File: config.mk
export PLATFORM = sky130hd
export DESIGN_NAME = cpu_sequencer
export DESIGN_NICKNAME = d
export VERILOG_FILES = /design/src/rtl/cpu_sequencer.sv
export SDC_FILE = /design/constraint.sdc
export NUM_CORES = 1
export LEC_CHECK = 0
export BUFFER_PORTS_ARGS = -buffer_cell sky130_fd_sc_hd__buf_4
export CAP_MARGIN = 15
export CORE_MARGIN = 3
export CORE_UTILIZATION = 40
export CTS_CLUSTER_SIZE = 24
export DETAILED_ROUTE_END_ITERATION = 8
export SLEW_MARGIN = 20
export SYNTH_ARGS = -nofsm -noshare
export SYNTH_HDL_FRONTEND = slang
export SYNTH_SLANG_ARGS = --single-unit
File: constraint.sdc
create_clock -name clk -period 2.1 [get_ports clk]
set_input_delay 0.105 -clock clk [delete_from_list [all_inputs] [get_ports clk]]
set_output_delay 0.105 -clock clk [all_outputs]
set_load 0.03 [all_outputs]
File: src/rtl/cpu_sequencer.sv
// cpu_sequencer
// Multi-cycle instruction sequencer for the simple RISC CPU. Fetches 16-bit
// instructions over a req/ack port, decodes the opcode into ALU steering,
// and steps the datapath through FETCH -> DECODE -> EXEC (-> MULWAIT) -> WB.
// MUL is handed to an external multiplier with a start/done handshake.
// HALT or an illegal opcode parks the sequencer until reset.
//
// Ports:
//   clk, rst_n         clock, asynchronous active-low reset
//   run                start level, sampled only in IDLE
//   imem_req/addr      fetch request and address (current pc)
//   imem_ack/rdata     fetch acknowledge, instruction word valid with ack
//   rd, rs1, rs2       register fields of the instruction register
//   alu_control/src    ALU operation and immediate select
//   mul_start/done     multiplier handshake
//   reg_write          one-cycle register-file write strobe
//   halted, illegal    stop status; illegal is sticky
//   instr_count        saturating count of retired instructions
module cpu_sequencer #(
  parameter int PC_WIDTH  = 8,
  parameter int CNT_WIDTH = 16
) (
  input  logic                 clk,
  input  logic                 rst_n,
  input  logic                 run,
  output logic                 imem_req,
  output logic [PC_WIDTH-1:0]  imem_addr,
  input  logic                 imem_ack,
  input  logic [15:0]          imem_rdata,
  output logic [3:0]           rd,
  output logic [3:0]           rs1,
  output logic [3:0]           rs2,
  output logic [2:0]           alu_control,
  output logic                 alu_src,
  output logic                 mul_start,
  input  logic                 mul_done,
  output logic                 reg_write,
  output logic                 halted,
  output logic                 illegal,
  output logic [CNT_WIDTH-1:0] instr_count
);

  localparam logic [2:0] S_IDLE    = 3'd0;
  localparam logic [2:0] S_FETCH   = 3'd1;
  localparam logic [2:0] S_DECODE  = 3'd2;
  localparam logic [2:0] S_EXEC    = 3'd3;
  localparam logic [2:0] S_MULWAIT = 3'd4;
  localparam logic [2:0] S_WB      = 3'd5;
  localparam logic [2:0] S_HALT    = 3'd6;

  localparam logic [3:0] OP_NOP  = 4'h0;
  localparam logic [3:0] OP_ADD  = 4'h1;
  localparam logic [3:0] OP_SUB  = 4'h2;
  localparam logic [3:0] OP_MUL  = 4'h3;
  localparam logic [3:0] OP_ADDI = 4'h5;
  localparam logic [3:0] OP_HALT = 4'hF;

  logic [2:0]          state;
  logic [2:0]          next_state;
  logic [PC_WIDTH-1:0] pc;
  logic [15:0]         ir;
  logic [3:0]          opcode;
  logic                retire;

  assign opcode    = ir[15:12];
  assign rd        = ir[11:8];
  assign rs1       = ir[7:4];
  assign rs2       = ir[3:0];
  assign imem_addr = pc;

  // An instruction retires either in WB or, for NOP, directly out of DECODE.
  assign retire = (state == S_WB) || ((state == S_DECODE) && (opcode == OP_NOP));

  // NOTE: every signal assigned in always_comb gets a default first so no
  // path through the case leaves it unassigned (which would infer a latch).
  always_comb begin
    next_state = state;
    unique case (state)
      S_IDLE:    if (run) next_state = S_FETCH;
      S_FETCH:   if (imem_ack) next_state = S_DECODE;
      S_DECODE: begin
        unique case (opcode)
          OP_ADD, OP_SUB, OP_MUL, OP_ADDI: next_state = S_EXEC;
          OP_NOP:                          next_state = S_FETCH;
          default:                         next_state = S_HALT;
        endcase
      end
      // mul_done is deliberately not looked at here.
      S_EXEC:    next_state = (opcode == OP_MUL) ? S_MULWAIT : S_WB;
      S_MULWAIT: if (mul_done) next_state = S_WB;
      S_WB:      next_state = S_FETCH;
      S_HALT:    next_state = S_HALT;
      default:   next_state = S_IDLE;
    endcase
  end

  // Strobes and status are flops loaded from next_state, so each output is
  // a clean register that already reflects the state being entered.
  // NOTE: sequential state uses non-blocking assignments so every flop
  // samples pre-edge values regardless of statement order.
  always_ff @(posedge clk or negedge rst_n) begin
    if (!rst_n) begin
      state       <= S_IDLE;
      pc          <= '0;
      ir          <= '0;
      alu_control <= 3'b000;
      alu_src     <= 1'b0;
      imem_req    <= 1'b0;
      mul_start   <= 1'b0;
      reg_write   <= 1'b0;
      halted      <= 1'b0;
      illegal     <= 1'b0;
      instr_count <= '0;
    end else begin
      state     <= next_state;
      imem_req  <= (next_state == S_FETCH);
      mul_start <= (next_state == S_EXEC) && (opcode == OP_MUL);
      reg_write <= (next_state == S_WB);
      halted    <= (next_state == S_HALT);

      if ((state == S_FETCH) && imem_ack) begin
        ir <= imem_rdata;
        pc <= pc + PC_WIDTH'(1);
      end

      // ALU steering is loaded only in DECODE and holds until the next one.
      if (state == S_DECODE) begin
        alu_control <= 3'b000;
        alu_src     <= 1'b0;
        unique case (opcode)
          OP_SUB:  alu_control <= 3'b001;
          OP_MUL:  alu_control <= 3'b100;
          OP_ADDI: alu_src     <= 1'b1;
          OP_ADD, OP_NOP, OP_HALT: ;
          default: illegal <= 1'b1;
        endcase
      end

      if (retire && (instr_count != '1)) begin
        instr_count <= instr_count + CNT_WIDTH'(1);
      end
    end
  end

endmodule
; Word level (Yosys, flattened, before mapping)
; Cells that the tools add are included.
[op_classes]
n_eq_ne = 16
n_reduce_logical = 10
n_addsub = 2
mux = 8
n_bitwise = 1
[ops]
columns = cell, count
row1 = one-hot mux 3 bit (7 select lines), 1
row2 = "adder 16 x 1 -> 16 bit, second input constant", 1
row3 = "inequality test 16 bit, second input constant", 1
row4 = "equality test 3 bit, second input constant", 5
row5 = one-hot mux 3 bit (2 select lines), 2
row6 = "equality test 3 x 2 -> 1 bit, second input constant", 3
row7 = two-way mux 3 bit, 3
row8 = "adder 8 x 1 -> 8 bit, second input constant", 1
row9 = "equality test 4 x 2 -> 1 bit, second input constant", 2
row10 = "equality test 3 x 1 -> 1 bit, second input constant", 2
row11 = OR reduction 6 bit, 1
row12 = "equality test 4 x 1 -> 1 bit, second input constant", 1
row13 = "equality test 4 x 3 -> 1 bit, second input constant", 1
row14 = "equality test 4 bit, second input constant", 1
row15 = logical AND 1 bit, 4
row16 = zero test 4 bit, 1
row17 = OR reduction 4 bit, 1
row18 = zero test 3 bit, 1
row19 = two-way mux 1 bit, 2
row20 = AND reduction 2 bit, 1
row21 = logical OR 1 bit, 1
row22 = inverter 1 bit, 1
[totals]
ff_bits = 52
out_inout_bits = 45
in_bits = 21
elab_cells = 48

; Logic depth before layout (Yosys ltp)
; Gate-level depths: netlist of the first run.
[depth]
depth_word = 6
mapped_depth = 6
ltp_nobuf = 5

; Least setup slack after synthesis of the first run
; No wires, ideal clock.
[synth_path]
path_type = register to register
from = register instr_count[0]
to = register instr_count[11]
slack_ns = 0.298
period_less_slack_ns = 1.802
setup_ns = 0.138
required_ns = 1.962
t_arrival_ns = 1.664
n_path_buf = 1
stages_incl_launch_ff = 7
path_cell_list = dfrtp_1 -> ha_1 -> nand4_1 -> nor4_2 -> buf_4 -> nor4_1 -> xor2_1
[synth_between]
elab_chain_len = 2
word_cells_on_any_way = 3
classes_between = add/sub (1) / eq/ne (1) / reduce/logical (1)
[synth_lines]
columns = item, line_no
row1 = start: declaration, 40  ; output logic [CNT_WIDTH-1:0] instr_count
row2 = start signal: assignment, 140  ; instr_count <= instr_count + CNT_WIDTH'(1);
row3 = branches (longest 2 deep; another with adder 16 x 1 -> 16 bit), --
; Several ways; the timed one is not identified.
; A chain may end at the register's enable or synchronous reset.

; Worst setup path in the final report of the first run
[layout_path]
from = register state[2]
to = register instr_count[1]
[layout_between]
elab_chain_len = 4
word_cells_on_any_way = 5
classes_between = eq/ne (2) / reduce/logical (3)
[layout_lines]
columns = item, line_no
row1 = start: declaration, 58  ; logic [2:0] state;
row2 = start signal: assignment, 115  ; state <= next_state;
row3 = equality test 3 x 2 -> 1 bit, 72  ; assign retire = (state == S_WB) || ((state == S_DECODE) && (opcode == OP_NOP));
row4 = logical AND 1 bit, 72
row5 = logical OR 1 bit (*), 72
row6 = logical AND 1 bit (*), 139  ; if (retire && (instr_count != '1)) begin
; Every way passes the cells marked *; elsewhere a longest branch is shown, timed or not.

==> results.md, run 1 <==
* Setup TNS at 0 ns
* # diodes at 0
* CP arrival at 2.07 ns
* Antenna violations before repair at 0
* TritonRoute pass-1 iters at 4
* Worst-path cell chain: and3b_1 > a31oi_2 > nor2_1 > mux2_2
* Xor-xnor portion of the synthesized cell area at 0.0784
* Number of synthesized flops with an enable pin at 0
* Routed WL at 4710 um
* WP data required at 2.29 ns
* Clk_lat worst skew at 0.31 ns
* Setup violators final at 0
* Detailed placement HPWL at 3370 um
* Net switching power figure at 1.72 mW
* Total number of H-tree levels at 2
* Adder-Cell Fraction of Synth Area at 0.0102
* Hold endpoint: ir[14]
* Synthesized net count at 237
* Area after DPL at 0.00292 mm^2
* Die ar. at 0.00712 mm^2
* Worst Tran Pin Value at 0.723 ns
* Total grt overflow at 0
* CTS sink cnt at 51
* Top-area cell type share of the netlist area at 0.519
* Initial Util at 0.431
* FILL cells at 520
* Row Count at 27
* Bufs on Longest Clock Path at 2
* Sequential share of power at 0.400
* Largest family of logic cells by synthesized area: simple AND/OR/NAND/NOR gates
* Worst r2r dst: instr_count[1]
* Die Y-Extent at 84.4 um
* First-pass GRT wire length at 8220 um
* Synth unique cells at 42
* Clock transition at the registers of the reported paths at 0.08 ns
* RSZ-0062 raised after global routing: false
* Hold buffer count at CTS at 1
* Largest net degree at the start of global routing at 52
* Final hold violation count at 0
* Min-delay src: imem_rdata[14]
* Mean Syn Cell Area at 11.5 um^2
* Combinational power share at 0.466
* Post-Syn Area at 0.00246 mm^2
* Int Power at 2.36 mW
* Overall die width at 84.4 um
* PwrDens at 1350 mW/mm^2
* Synthesized flop and latch total at 51
* PortBufs at 64
* Placer congestion estimate at 0.803
* Max incr delay on CP at 0.58 ns
* Vias in the first global route at 1682
* WP buf/inv at 0
* Post-synthesis mux area share at 0.0779
* Synth top area cells: dfrtp_1, mux2_2, xor2_1
* CTS tree: built
* Critical R2R Launch: state[2]
* Net Sw Frac at 0.421
* F_max at 0.532 GHz
* Status: finished, final reports clean
* Crit Path Max Fanout at 13
* Synth area leader: dfrtp_1
* Final cell count without fillers at 343
* WS Path Type: flop to flop
* Initial DRC Count at 102
* Final net count at 293
* Post-layout util at 0.529
* Min-delay worst type: primary input to flop
* Post-synthesis compound-gate area fraction at 0.0550
* Clk root buf: clkbuf_8
* Register area share after synthesis at 0.519
* Max-cap viol count at 0
* Avg Vias per Cell at 5.11
* Cts repair resizes at 0
* CORE AREA at 0.00571 mm^2
* DRC at 0
* Worst-case reg-to-reg path depth at 4
* Max Slew Vio Count at 0
* Placed insts at 334
* Critical path's slowest cell: a31oi_2
* Ys async rst share at 1.00
* Ports at 66
* Mapped Cells at 214
* Ys Warns at 0
* Final instance area at 0.00302 mm^2
* Final Cycle Share at 0.895
* Tmin final at 1.88 ns
* Postcts setup bufs at 0
* CTS Buf Count at 5
* GR Util All Layers at 0.141
* Final Skew at 0.0122 ns
* Wirelength per Cell at 13.7 um
* Routed vias at 1753
* Synthesis-to-layout area growth at 22.8%
* Clock power share at 0.134
* Delay-heaviest family, CP: compound AO/OA/AOI/OAI gates
* Hold Path Stages at 3
* Synth Flop Type: dfrtp_1
* Antenna Nets Post-Route at 0
* Crit end category: flop
* Post-Synth Simple-Gate Area at 0.192
* CP startpoint kind: flop
* Slew Limit Headroom at 0.517
* Worst R2R Setup Slack at 0.22 ns
* Share of layout cells above drive strength 1 at 0.376
* VDD IR max at 0.000746 V
* Leak at 1.47 nW
[sequential cells by signal (all words and copies together) (netlist names)]
name and flops:
imem_addr 8, reg_write 1, alu_src 1, mul_start 1, halted 1, state 3
ir 16, alu_control 2, imem_req 1, instr_count 16, illegal 1
[cells by family after synthesis]
kind of cell,Yosys count
AND/OR/NAND/NOR,78
XOR/XNOR,22
AO/OA/AOI/OAI,18
flip-flops,51
other,1
buffers and inverters,25
multiplexers,17
adder cells (fa/ha/maj),2
[placed cells by master (no fill, tap or decap), drive strengths merged, types with 5 or more instances in the layout]
master,n
xor2,17
buf,70
nor3,7
clkbuf,6
dfrtp,51
nand3,8
nand2,19
and3,6
mux2,17
nor4,8
nand4,7
nor2,8
xnor2,5
[layer usage]
metal | track usage | routed length, um | part of all wire
met1 | 0.198 | 2230 | 0.47
met2 | 0.214 | 2040 | 0.43
met3 | 0.0432 | 368 | 0.078
met4 | 0.0388 | 65 | 0.014
met5 | 0 | 0 | 0
[synth_stat cells (2+ instances only)]
master / number
xnor2_1: 5
nor3b_1: 3
buf_4: 14
and3_1: 6
nor4_1: 4
o21a_1: 2
mux2_2: 17
nand2_1: 19
o21ai_0: 3
nor4_2: 3
nor4b_1: 2
nand4_1: 7
xor2_1: 17
inv_1: 3
and2_1: 2
a21o_1: 3
and4_1: 3
ha_1: 2
nand3_1: 8
o31ai_1: 2
buf_2: 5
nor2_1: 8
dfrtp_1: 51
nand2b_1: 2
nor3_1: 6
[area by class of cell]
| cell class | instances | area, um^2 | share of cell area |
|---|---|---|---|
| Sequential cell | 51 | 1280 | 0.423 |
| Multi-Input combinational cell | 138 | 1020 | 0.338 |
| Timing Repair Buffer | 71 | 536 | 0.177 |
| Tap cell | 72 | 90.1 | 0.0298 |
| Clock buffer | 6 | 72.6 | 0.0240 |
| Clock inverter | 2 | 12.5 | 0.00414 |
| Inverter | 3 | 11.3 | 0.00373 |
[worst max-delay path by stage]
| stage | cells after the start | endpoint | start | slack, ns |
|---|---|---|---|---|
| final | 4 | instr_count[1] | state[2] | 0.22 |
| after global placement | 4 | instr_count[1] | state[2] | 0.27 |
| after global routing | 4 | instr_count[1] | state[2] | 0.13 |
| after CTS | 4 | instr_count[1] | state[2] | 0.21 |
| after floorplan | 6 | instr_count[11] | instr_count[0] | 0.30 |
| after detailed placement | 4 | instr_count[1] | state[2] | 0.22 |
[metrics by stage]
step / power, mW / setup WS [ns] / hold slack [ns]
global placement: 3.55 / 0.268 / 0.175
CTS: 4.14 / 0.209 / 0.00117
finish: 4.08 / 0.220 / 0.0136
floorplan: 3.06 / 0.298 / -0.191
global route: 4.38 / 0.127 / 0.0180
detailed placement: 3.57 / 0.223 / 0.177
[power groups by stage]
stage	combinational, mW	clock, mW	sequential (mW)
5_1_grt	2.06	0.615	1.70
6_report	1.90	0.548	1.63
4_1_cts	1.93	0.578	1.64
2_1_floorplan	1.19	0	1.87
3_3_place_gp	1.91	0	1.64
3_5_place_dp	1.92	0	1.65
[worst reg2reg max path, stage by stage, from the launching register on]
cell and delay (ns):
dfrtp_1 0.47, and3b_1 0.23, a31oi_2 0.58, nor2_1 0.18
mux2_2 0.31
No activity file was read; power rests on OpenSTA's default activity.
==> inputs of run 2 (changes only) <==
- CORE_MARGIN: 3 -> 4
==> results.md, run 2 (same netlist as run 1, synthesis figures left out) <==
* PortBufs at 64 (unchanged)
* Status: finished, final reports clean (unchanged)
* Clock transition at the registers of the reported paths at 0.10 ns (was 0.08 ns)
* Final Cycle Share at 0.914 (was 0.895)
* First-pass GRT wire length at 8400 um (was 8220 um)
* Cts repair resizes at 0 (unchanged)
* Commonest non-fill, non-tap cell in the layout: buf_4 (unchanged)
* DRC at 0 (unchanged)
* Worst-path cell chain: and3b_1 > a31oi_2 > nor2_1 > mux2_2 (unchanged)
* Crit end category: flop (unchanged)
* Hold Path Stages at 2 (was 3)
* Most frequent cells in the layout: buf_4, dfrtp_1, nand2_1, xor2_1, mux2_2 (unchanged)
* Total number of H-tree levels at 2 (unchanged)
* Worst R2R Setup Slack at 0.18 ns (was 0.22 ns)
* Worst Tran Pin Value at 0.868 ns (was 0.723 ns)
* Antenna violations before repair at 0 (unchanged)
* WS Path Type: flop to flop (unchanged)
* Row Count at 28 (was 27)
* Die ar. at 0.00746 mm^2 (was 0.00712 mm^2)
* Antenna Nets Post-Route at 0 (unchanged)
* Hold endpoint: ir[1] (was ir[14])
* Avg Vias per Cell at 5.09 (was 5.11)
* Max Slew Vio Count at 0 (unchanged)
* Setup TNS at 0 ns (unchanged)
* Overall die width at 86.4 um (was 84.4 um)
* Max incr delay on CP at 0.69 ns (was 0.58 ns)
* Placer congestion estimate at 0.805 (was 0.803)
* Critical R2R Launch: state[2] (unchanged)
* Detailed placement HPWL at 3500 um (was 3370 um)
* Hold buffer count at CTS at 2 (was 1)
* CP startpoint kind: flop (unchanged)
* Clk root buf: clkbuf_8 (unchanged)
* Final Skew at 0.00537 ns (was 0.0122 ns)
* Postcts setup bufs at 0 (unchanged)
* Share of layout cells above drive strength 1 at 0.376 (unchanged)
* Routed WL at 4900 um (was 4710 um)
* PwrDens at 1360 mW/mm^2 (was 1350 mW/mm^2)
* Synthesis-to-layout area growth at 24.1% (was 22.8%)
* CTS sink cnt at 51 (unchanged)
* Max-cap viol count at 0 (unchanged)
* CORE AREA at 0.00596 mm^2 (was 0.00571 mm^2)
* Final cell count without fillers at 346 (was 343)
* Vias in the first global route at 1715 (was 1682)
* F_max at 0.521 GHz (was 0.532 GHz)
* VDD IR max at 0.000890 V (was 0.000746 V)
* Area after DPL at 0.00293 mm^2 (was 0.00292 mm^2)
* WP data required at 2.30 ns (was 2.29 ns)
* Min-delay worst type: primary input to flop (unchanged)
* Largest net degree at the start of global routing at 52 (unchanged)
* CTS tree: built (unchanged)
* RSZ-0062 raised after global routing: false (unchanged)
* Final hold violation count at 0 (unchanged)
* FILL cells at 579 (was 520)
* # diodes at 0 (unchanged)
* Routed vias at 1760 (was 1753)
* Slew Limit Headroom at 0.419 (was 0.517)
* Die Y-Extent at 86.4 um (was 84.4 um)
* Ports at 66 (unchanged)
* Worst r2r dst: instr_count[1] (unchanged)
* Area of the multi-input gates at 0.00102 mm^2 (unchanged)
* GR Util All Layers at 0.141 (about the same)
* Critical path's slowest cell: a31oi_2 (unchanged)
* Setup violators final at 0 (unchanged)
* TritonRoute pass-1 iters at 4 (unchanged)
* CTS Buf Count at 5 (unchanged)
* Worst-case reg-to-reg path depth at 4 (unchanged)
* Bufs on Longest Clock Path at 2 (unchanged)
* Crit Path Max Fanout at 15 (was 13)
* CP arrival at 2.12 ns (was 2.07 ns)
* Wirelength per Cell at 14.1 um (was 13.7 um)
* Min-delay src: imem_rdata[1] (was imem_rdata[14])
* Leak at 1.48 nW (was 1.47 nW)
* Clk_lat worst skew at 0.31 ns (about the same)
* Final instance area at 0.00305 mm^2 (was 0.00302 mm^2)
* Sequential cell area at 0.00128 mm^2 (unchanged)
* Initial Util at 0.413 (was 0.431)
* Total grt overflow at 0 (unchanged)
* Placed insts at 336 (was 334)
* Initial DRC Count at 93 (was 102)
* Final net count at 293 (unchanged)
* Tmin final at 1.92 ns (was 1.88 ns)
==> run 2: layer usage <==
| layer | share of wire | track usage | vias to the layer above |
|---|---|---|---|
| li1 | - | - | 847 |
| met1 | 0.44 | 0.186 | 852 |
| met2 | 0.48 | 0.225 | 54 |
| met3 | 0.072 | 0.0361 | 7 |
| met4 | 0.013 | 0.0453 | 0 |
| met5 | 0 | 0 | - |
==> run 2: worst max path at each step <==
stage | from | to | slack, ns
finish | state[2] | instr_count[1] | 0.18
floorplan | instr_count[0] | instr_count[11] | 0.30
detailed placement | state[2] | instr_count[1] | 0.17
global route | ir[15] | instr_count[1] | 0.02
global placement | state[2] | instr_count[1] | 0.23
CTS | state[2] | instr_count[1] | 0.15
==> run 2: worst max-delay path: cells and delay by family, from the launching register on <==
kind | cells | cell delay [ns]
flip-flops | 1 | 0.43
AND/OR/NAND/NOR | 2 | 0.39
AO/OA/AOI/OAI | 1 | 0.69
multiplexers | 1 | 0.31
==> run 2: per-stage QoR <==
stage                     utilization  hold WS, ns  setup WS (ns)  total power [mW]
after floorplan                     -       -0.191          0.298              3.06
after global placement          0.492        0.179          0.226              3.57
after detailed placement        0.492        0.181          0.165              3.60
after CTS                       0.512       0.0118          0.147              4.22
after global routing            0.512       0.0112         0.0227              4.44
final                           0.512       0.0203          0.180              4.16
==> run 2: layout make-up <==
cell class | instances | area share
Clock buffer | 6 | 0.0271
Clock inverter | 2 | 0.00533
Inverter | 3 | 0.00369
Multi-Input combinational cell | 138 | 0.335
Sequential cell | 51 | 0.418
Tap cell | 75 | 0.0308
Timing Repair Buffer | 71 | 0.180
==> run 2: where the power goes <==
part	switching (mW)	total (mW)	leakage, nW	internal (mW)
sequential	0.295	1.61	0.650	1.32
clock	0.340	0.609	0.0474	0.270
combinational	1.12	1.94	0.779	0.822
total	1.75	4.16	1.48	2.41
==> inputs of run 3 (changes only) <==
- RECOVER_POWER: not set -> 50
==> results.md, run 3 (same netlist as run 1, synthesis figures left out) <==
* Overall die width at 86.4 um (unchanged)
* Crit end category: flop (unchanged)
* Worst setup margin at 0.181 ns (was 0.180 ns)
* TritonRoute pass-1 iters at 4 (unchanged)
* WS Path Type: flop to flop (unchanged)
* Antenna Nets Post-Route at 0 (unchanged)
* Leak at 1.39 nW (was 1.48 nW)
* Post-layout util at 0.498 (was 0.512)
* Final hold slack at 0.0195 ns (was 0.0203 ns)
* PwrDens at 1350 mW/mm^2 (was 1360 mW/mm^2)
* CORE AREA at 0.00596 mm^2 (unchanged)
* Final Cycle Share at 0.914 (about the same)
* Crit Path Max Fanout at 15 (unchanged)
* Ports at 66 (unchanged)
* Vias in the first global route at 1715 (unchanged)
* Bufs on Longest Clock Path at 2 (unchanged)
* Placer congestion estimate at 0.805 (unchanged)
* Detailed placement HPWL at 3500 um (unchanged)
* Die ar. at 0.00746 mm^2 (unchanged)
* Final Skew at 0.00567 ns (was 0.00537 ns)
* Die Y-Extent at 86.4 um (unchanged)
* WP data required at 2.30 ns (about the same)
* Final net count at 293 (unchanged)
* F_max at 0.521 GHz (about the same)
* Final hold violation count at 0 (unchanged)
* Critical path's slowest cell: a31oi_2 (unchanged)
* Max incr delay on CP at 0.68 ns (was 0.69 ns)
* Total grt overflow at 0 (unchanged)
* Min-delay worst type: primary input to flop (unchanged)
* Worst-path cell chain: and3b_1 > a31oi_2 > nor2_1 > mux2_2 (unchanged)
* Commonest non-fill, non-tap cell in the layout: dfrtp_1 (was buf_4)
* VDD IR max at 0.000822 V (was 0.000890 V)
* Total number of H-tree levels at 2 (unchanged)
* Antenna violations before repair at 0 (unchanged)
* Wirelength per Cell at 14.1 um (unchanged)
* Dpl ws at 0.165 ns (unchanged)
* Cts repair resizes at 0 (unchanged)
* First-pass GRT wire length at 8400 um (unchanged)
* Clk_lat worst skew at 0.31 ns (about the same)
* Tmin final at 1.92 ns (about the same)
* Clock transition at the registers of the reported paths at 0.10 ns (about the same)
* Routed vias at 1755 (was 1760)
* Setup TNS at 0 ns (unchanged)
* Routed WL at 4900 um (unchanged)
* RSZ-0062 raised after global routing: false (unchanged)
* Max-cap viol count at 0 (unchanged)
* CTS Buf Count at 5 (unchanged)
* Largest net degree at the start of global routing at 52 (unchanged)
* Clk root buf: clkbuf_8 (unchanged)
* Synthesis-to-layout area growth at 20.7% (was 24.1%)
* Initial DRC Count at 62 (was 93)
* DRC at 0 (unchanged)
* Avg Vias per Cell at 5.07 (was 5.09)
* Row Count at 28 (unchanged)
* Worst Tran Pin Value at 1.29 ns (was 0.868 ns)
* CTS tree: built (unchanged)
* Slew Limit Headroom at 0.143 (was 0.419)
* Setup violators final at 0 (unchanged)
* Most frequent cells in the layout: dfrtp_1, buf_4, clkbuf_1, nand2_1 (was buf_4, dfrtp_1, nand2_1, xor2_1, mux2_2)
* CTS sink cnt at 51 (unchanged)
* Max Slew Vio Count at 0 (unchanged)
* Initial Util at 0.413 (unchanged)
* WP buf/inv at 0 (unchanged)
* Share of layout cells above drive strength 1 at 0.295 (was 0.376)
* # diodes at 0 (unchanged)
* GR Util All Layers at 0.141 (unchanged)
* PortBufs at 64 (unchanged)
* CP startpoint kind: flop (unchanged)
* Power Total at 4.01 mW (was 4.16 mW)
* CP arrival at 2.12 ns (about the same)
* Delay-heaviest family, CP: compound AO/OA/AOI/OAI gates (unchanged)
* Status: finished, final reports clean (unchanged)
## run 3: final cells by class
cell class	instances	area [um^2]
multi-input combinational	138	1020
inverter	3	11.3
tap	75	93.8
fill	592	2990
clock buffer	6	82.6
timing repair buffer	71	465
sequential	51	1280
clock inverter	2	16.3
## run 3: through the flow
| stage | std cells | area (um^2) |
|---|---|---|
| after floorplan | 214 | 2460 |
| after global placement | 336 | 2930 |
| after detailed placement | 336 | 2930 |
| after CTS | 346 | 3050 |
| after global routing | 346 | 2970 |
| final | 346 | 2970 |
## run 3: path summary, 6_finish.rpt
path                               startpoint             end  slack, ns  depth (start not counted)
worst max register to register       state[2]  instr_count[1]       0.18                          4
worst min register to register        illegal         illegal       0.46                          1
min in group asynchronous               rst_n           ir[6]       0.61                          2
max in group asynchronous               rst_n  instr_count[2]       0.73                          2
worst max-delay path                 state[2]  instr_count[1]       0.18                          4
worst min-delay path            imem_rdata[1]           ir[1]       0.02                          2
## run 3: power by group
| group | switching (mW) | internal [mW] |
|---|---|---|
| logic | 1.12 | 0.671 |
| clock network | 0.340 | 0.270 |
| registers | 0.290 | 1.32 |
## run 3: worst register-to-register path, stage by stage (launching register included)
cell	delay, ns
dfrtp_1	0.43
and3b_1	0.21
a31oi_2	0.68
nor2_1	0.18
mux2_2	0.31
## run 3: what timing repair did
| item | 4_1_cts | 5_1_grt |
|---|---|---|
| hold buffers | 2 | 0 |
| setup buffers | 0 | 0 |
| setup endpoints to repair | 0 | 0 |
| hold endpoints to repair | 52 | 0 |
## run 3: layer usage
layer  track usage  share of wire  up-vias
met5             0              0        -
li1              -              -      848
met3        0.0361          0.070        7
met1         0.186           0.44      848
met2         0.225           0.47       52
met4        0.0453          0.013        0
